File: src/rtl/cla_multiword_seq_if.sv
// Bundle for the wide-add sequencer: request/result signals plus the limb-level pins
// that loop through an external combinational 32-bit CLA.
`default_nettype none

interface cla_multiword_seq_if #(
  parameter int W     = 32,
  parameter int WORDS = 4
);
  logic                 start;
  logic [W*WORDS-1:0]   a;
  logic [W*WORDS-1:0]   b;
  logic                 ci;
  logic                 busy;
  logic                 done;
  logic [W*WORDS-1:0]   s;
  logic                 co;
  logic [W-1:0]         add_a;
  logic [W-1:0]         add_b;
  logic                 add_ci;
  logic [W-1:0]         add_s;
  logic                 add_co;

  // The master side owns the request inputs and also hosts the CLA, so it returns add_s/add_co.
  modport master (
    output start, a, b, ci, add_s, add_co,
    input  busy, done, s, co, add_a, add_b, add_ci
  );

  modport slave (
    input  start, a, b, ci, add_s, add_co,
    output busy, done, s, co, add_a, add_b, add_ci
  );
endinterface

`default_nettype wire

File: src/rtl/cla_multiword_seq.sv
// Wide adder built by streaming W-bit limbs (LS limb first) through an external CLA,
// chaining the carry from limb to limb across cycles.
`default_nettype none

module cla_multiword_seq #(
  parameter int W     = 32,
  parameter int WORDS = 4
) (
  input  logic                clk,
  input  logic                rst,
  cla_multiword_seq_if.slave  bus
);

  localparam int                IDXW     = (WORDS > 1) ? $clog2(WORDS) : 1;
  localparam int                N        = W * WORDS;
  localparam logic [IDXW-1:0]   LAST_IDX = IDXW'(WORDS - 1);

  typedef enum logic [1:0] {
    S_IDLE = 2'd0,
    S_RUN  = 2'd1,
    S_DONE = 2'd2
  } state_e;

  state_e            state_q;
  logic [IDXW-1:0]   idx_q;
  logic              carry_q;
  logic [N-1:0]      a_q;
  logic [N-1:0]      b_q;
  logic [N-1:0]      s_q;
  logic              co_q;
  logic              busy_q;
  logic              done_q;

  always_ff @(posedge clk or posedge rst) begin
    if (rst) begin
      state_q <= S_IDLE;
      idx_q   <= '0;
      carry_q <= 1'b0;
      a_q     <= '0;
      b_q     <= '0;
      s_q     <= '0;
      co_q    <= 1'b0;
      busy_q  <= 1'b0;
      done_q  <= 1'b0;
    end else begin
      case (state_q)
        S_IDLE: begin
          if (bus.start) begin
            a_q     <= bus.a;
            b_q     <= bus.b;
            carry_q <= bus.ci;
            idx_q   <= '0;
            s_q     <= '0;
            co_q    <= 1'b0;
            busy_q  <= 1'b1;
            state_q <= S_RUN;
          end
        end
        S_RUN: begin
          s_q[idx_q*W +: W] <= bus.add_s;
          carry_q           <= bus.add_co;
          // idx returns to 0 on the last limb so it never leaves 0..WORDS-1.
          if (idx_q == LAST_IDX) begin
            co_q    <= bus.add_co;
            idx_q   <= '0;
            done_q  <= 1'b1;
            state_q <= S_DONE;
          end else begin
            idx_q <= idx_q + 1'b1;
          end
        end
        S_DONE: begin
          done_q  <= 1'b0;
          busy_q  <= 1'b0;
          state_q <= S_IDLE;
        end
        default: begin
          done_q  <= 1'b0;
          busy_q  <= 1'b0;
          state_q <= S_IDLE;
        end
      endcase
    end
  end

  // The CLA result must come back in the same cycle, so the limb selects are driven straight
  // from the state registers rather than through another pipeline register.
  assign bus.add_a  = (state_q == S_RUN) ? a_q[idx_q*W +: W] : '0;
  assign bus.add_b  = (state_q == S_RUN) ? b_q[idx_q*W +: W] : '0;
  assign bus.add_ci = (state_q == S_RUN) ? carry_q : 1'b0;

  assign bus.s    = s_q;
  assign bus.co   = co_q;
  assign bus.busy = busy_q;
  assign bus.done = done_q;

endmodule

`default_nettype wire

File: src/flat_wrapper.sv
// flat-port wrapper written by rule: the top's interface ports become plain ports
module cla_multiword_seq_flat 
#(
  parameter int W     = 32,
  parameter int WORDS = 4
)
  (clk, rst, bus_start, bus_a, bus_b, bus_ci, bus_add_s, bus_add_co, bus_busy, bus_done, bus_s, bus_co, bus_add_a, bus_add_b, bus_add_ci);
  cla_multiword_seq_if #(.W(W), .WORDS(WORDS)) bus_i ();
  input  logic clk;
  input  logic rst;
  input wire logic [$bits(bus_i.start)-1:0] bus_start;
  input wire logic [$bits(bus_i.a)-1:0] bus_a;
  input wire logic [$bits(bus_i.b)-1:0] bus_b;
  input wire logic [$bits(bus_i.ci)-1:0] bus_ci;
  input wire logic [$bits(bus_i.add_s)-1:0] bus_add_s;
  input wire logic [$bits(bus_i.add_co)-1:0] bus_add_co;
  output wire logic [$bits(bus_i.busy)-1:0] bus_busy;
  output wire logic [$bits(bus_i.done)-1:0] bus_done;
  output wire logic [$bits(bus_i.s)-1:0] bus_s;
  output wire logic [$bits(bus_i.co)-1:0] bus_co;
  output wire logic [$bits(bus_i.add_a)-1:0] bus_add_a;
  output wire logic [$bits(bus_i.add_b)-1:0] bus_add_b;
  output wire logic [$bits(bus_i.add_ci)-1:0] bus_add_ci;
  assign bus_i.start = bus_start;
  assign bus_i.a = bus_a;
  assign bus_i.b = bus_b;
  assign bus_i.ci = bus_ci;
  assign bus_i.add_s = bus_add_s;
  assign bus_i.add_co = bus_add_co;
  assign bus_busy = bus_i.busy;
  assign bus_done = bus_i.done;
  assign bus_s = bus_i.s;
  assign bus_co = bus_i.co;
  assign bus_add_a = bus_i.add_a;
  assign bus_add_b = bus_i.add_b;
  assign bus_add_ci = bus_i.add_ci;
  cla_multiword_seq #(.W(W), .WORDS(WORDS)) u_core (.clk(clk), .rst(rst), .bus(bus_i));
endmodule
File: config.mk
export PLATFORM = sky130hd
export DESIGN_NAME = cla_multiword_seq_flat
export DESIGN_NICKNAME = d
export VERILOG_FILES = /design/src/rtl/cla_multiword_seq_if.sv /design/src/rtl/cla_multiword_seq.sv /design/src/flat_wrapper.sv
export SDC_FILE = /design/constraint.sdc
export NUM_CORES = 1
export LEC_CHECK = 0
export BUFFER_PORTS_ARGS = -buffer_cell sky130_fd_sc_hd__buf_2
export CAP_MARGIN = 40
export CORE_AREA = 2 2 252 130
export CTS_BUF_LIST = sky130_fd_sc_hd__clkbuf_4 sky130_fd_sc_hd__clkbuf_8
export DETAILED_ROUTE_END_ITERATION = 12
export DIE_AREA = 0 0 254 132
export PLACE_DENSITY = 0.93
export SETUP_SLACK_MARGIN = 0.4
export SLEW_MARGIN = 20
export SYNTH_ARGS = -nofsm -noshare
export SYNTH_HDL_FRONTEND = slang
export SYNTH_SLANG_ARGS = --single-unit
File: constraint.sdc
create_clock -name clk -period 16.45 [get_ports clk]
set_input_delay 0.8225 -clock clk [delete_from_list [all_inputs] [get_ports clk]]
set_output_delay 0.8225 -clock clk [all_outputs]
set_load 0.1 [all_outputs]
==> results.json <==
{
  "setup_viol": 0,
  "synth_nets": 1867,
  "end_kind": "output pin",
  "fillers": 2273,
  "slew_headroom": 0.00275,
  "start_kind": "flop",
  "max-cap-violations": 0,
  "first_global_vias": 14177,
  "port_buffers": 488,
  "finalHoldViolCount": 0,
  "start_util": 0.536,
  "finalCritPeriodShare": 0.255,
  "grt_max_degree": 258,
  "final_cell_area_mm2": 0.0207,
  "gp_congestion": 0.874,
  "avgSynthCellArea_um2": 10.7,
  "num_io_pins": 489,
  "ctsHoldBuffers": 0,
  "status": "completed",
  "cts_root_buffer": "clkbuf_8",
  "grt_pass1_wl_um": 76500,
  "antenna_found_initial": 25,
  "clockBufferDepth": 3,
  "ys_ff_latch": 392,
  "rr_endpoint": "u_core.bus.s[86]$_DFFE_PP0P_",
  "ff2ff_setup_slack_ps": 12790,
  "dr.first_iter.drc_count": 1534,
  "skew_ps": 32.5,
  "clock_latency_ps": 610,
  "hold_path_class": "in -> async",
  "ys_seq_area_frac": 0.586,
  "dpl_cell_area_mm2": 0.0194,
  "crit_required_ps": 15630,
  "postCtsSetupBuffers": 0,
  "arrival_ps": 3360,
  "areaGrowthSynthToFinish_pct": 23.6,
  "drv_slew": 0,
  "routed_via_density": 5.47,
  "clock-sinks": 392,
  "drive_above_1_share": 0.325,
  "r2r-start": "u_core.idx_q[0]$_DFFE_PP0P_",
  "core_area_mm2": 0.0312,
  "dpl.hpwl_um": 33800,
  "die_area_mm2": 0.0335,
  "ys_warn_count": 0,
  "core.rowCount": 46,
  "cts.repair.resized": 0,
  "grtUsageTotal": 0.290,
  "die_h_um": 132,
  "tns_ps": 0,
  "crit_type": "reg -> out",
  "synth.distinct_cells": 29,
  "cts_buffers": 54,
  "die_w_um": 254,
  "firstDrtPassIters": 5,
  "rsz0062_at_grt": "no",
  "drc": 0,
  "synth_area_mm2": 0.0167,
  "clk_pin_slew_ps": 70,
  "whs_ps": 320,
  "grt_overflow": 0,
  "ant_nets": 0,
  "period_minus_slack_ps": 4190,
  "nets": 2329,
  "utilization": 0.663,
  "num_vias": 13805,
  "wire_per_inst_um": 19.4,
  "htreeDepth": 2,
  "reg2reg_depth": 7,
  "path_max_fanout": 38,
  "cts_tree": "done",
  "fmax_mhz": 239,
  "routed_wirelength_um": 48900,
  "worstMarginPinSlew_ps": 1500,
  "startpoint": "u_core.idx_q[0]$_DFFE_PP0P_",
  "syn_inst": 1568
}
## worst max-delay path, stage by stage, from the launching register on
cell and delay, ps:
dfrtp_4 870, buf_4 700, mux4_1 660, and2_1 180, buf_2 290
## kinds of logic after synthesis
logic type | synth area share
simple gates | 0.208
flops | 0.586
compound gates | 0.0718
buf+inv | 0.0414
mux | 0.0881
fa+ha+maj | 0.00449
## Yosys cell counts
master	count	area, um^2
a21o_1	4	30.0
a21oi_1	2	10.0
a221o_1	1	10.0
a22o_1	128	1120
and2_1	66	413
and2b_1	1	7.51
buf_1	1	3.75
buf_12	2	40.0
buf_2	51	255
buf_4	4	30.0
buf_6	23	259
clkbuf_1	24	90.1
dfrtp_1	392	9810
ha_1	6	75.1
inv_1	4	15.0
mux4_1	9	236
mux4_2	55	1240
nand2_1	775	2910
nand2b_1	4	25.0
nand3_1	2	10.0
nand3b_1	2	15.0
nor2_1	1	3.75
nor3_2	1	10.0
nor3b_2	1	12.5
nor4_4	2	42.5
nor4b_4	1	23.8
o21ai_0	3	15.0
o31ai_1	2	15.0
or3b_1	1	8.76
## worst max-delay path by stage
stage,cells past startpoint,slack [ps],to
after floorplan,1,4730,u_core.a_q[0]$_DFFE_PP0P_
after global placement,6,12660,u_core.bus.s[93]$_DFFE_PP0P_
after detailed placement,7,12800,u_core.bus.s[86]$_DFFE_PP0P_
after CTS,4,12220,bus_add_a[26]
after global routing,4,12070,bus_add_a[26]
final,4,12260,bus_add_a[26]
## per-stage QoR
stage / setup WS, ps / instances
2_1_floorplan: 4730 / 1568
3_3_place_gp: 12660 / 2394
3_5_place_dp: 12800 / 2406
4_1_cts: 12220 / 2503
5_1_grt: 12070 / 2522
6_report: 12260 / 2523
## sequential cells by signal, summed over array words and instances, names as in the netlist
register	count
u_core.bus.busy	1
u_core.carry_q	1
u_core.b_q	128
u_core.state_q	2
u_core.bus.done	1
u_core.a_q	128
u_core.idx_q	2
u_core.bus.s	128
u_core.bus.co	1
## layout make-up
| class | count | area [um^2] | area share |
|---|---|---|---|
| sequential | 392 | 9820 | 0.475 |
| multi-input combinational | 1067 | 6250 | 0.302 |
| timing repair buffer | 511 | 2800 | 0.135 |
| clock buffer | 87 | 1100 | 0.0530 |
| tap | 432 | 541 | 0.0261 |
| clock inverter | 10 | 111 | 0.00538 |
| antenna | 20 | 50.0 | 0.00242 |
| inverter | 4 | 22.5 | 0.00109 |
## metal layers
layer	track usage	wire length (um)	vias up
met5	0	64	-
met4	0.132	2120	10
met3	0.0782	4220	167
met2	0.462	23300	718
met1	0.374	19200	6804
li1	-	-	6106
## cells in the final DEF (no fill, tap or decap), types with 2 or more instances in the layout
master	Yosys	layout
buf_16	0	7
clkinvlp_4	0	3
mux4_1	9	9
clkbuf_4	0	16
and2_1	66	66
buf_4	4	10
a21oi_1	2	2
nor4_4	2	2
nand2b_1	4	4
o31ai_1	2	2
diode_2	0	20
nand2_1	775	775
o21ai_0	3	3
clkinv_2	0	4
clkbuf_8	0	71
bufinv_16	0	2
buf_2	51	488
a21o_1	4	4
a22o_1	128	128
mux4_2	55	55
nand3b_1	2	2
nand3_1	2	2
buf_8	0	4
ha_1	6	6
dfrtp_1	392	390
dfrtp_4	0	2
inv_1	4	3
Power is not shown: default switching activity piles up to over one toggle a cycle in this logic, so the estimate is an artifact.
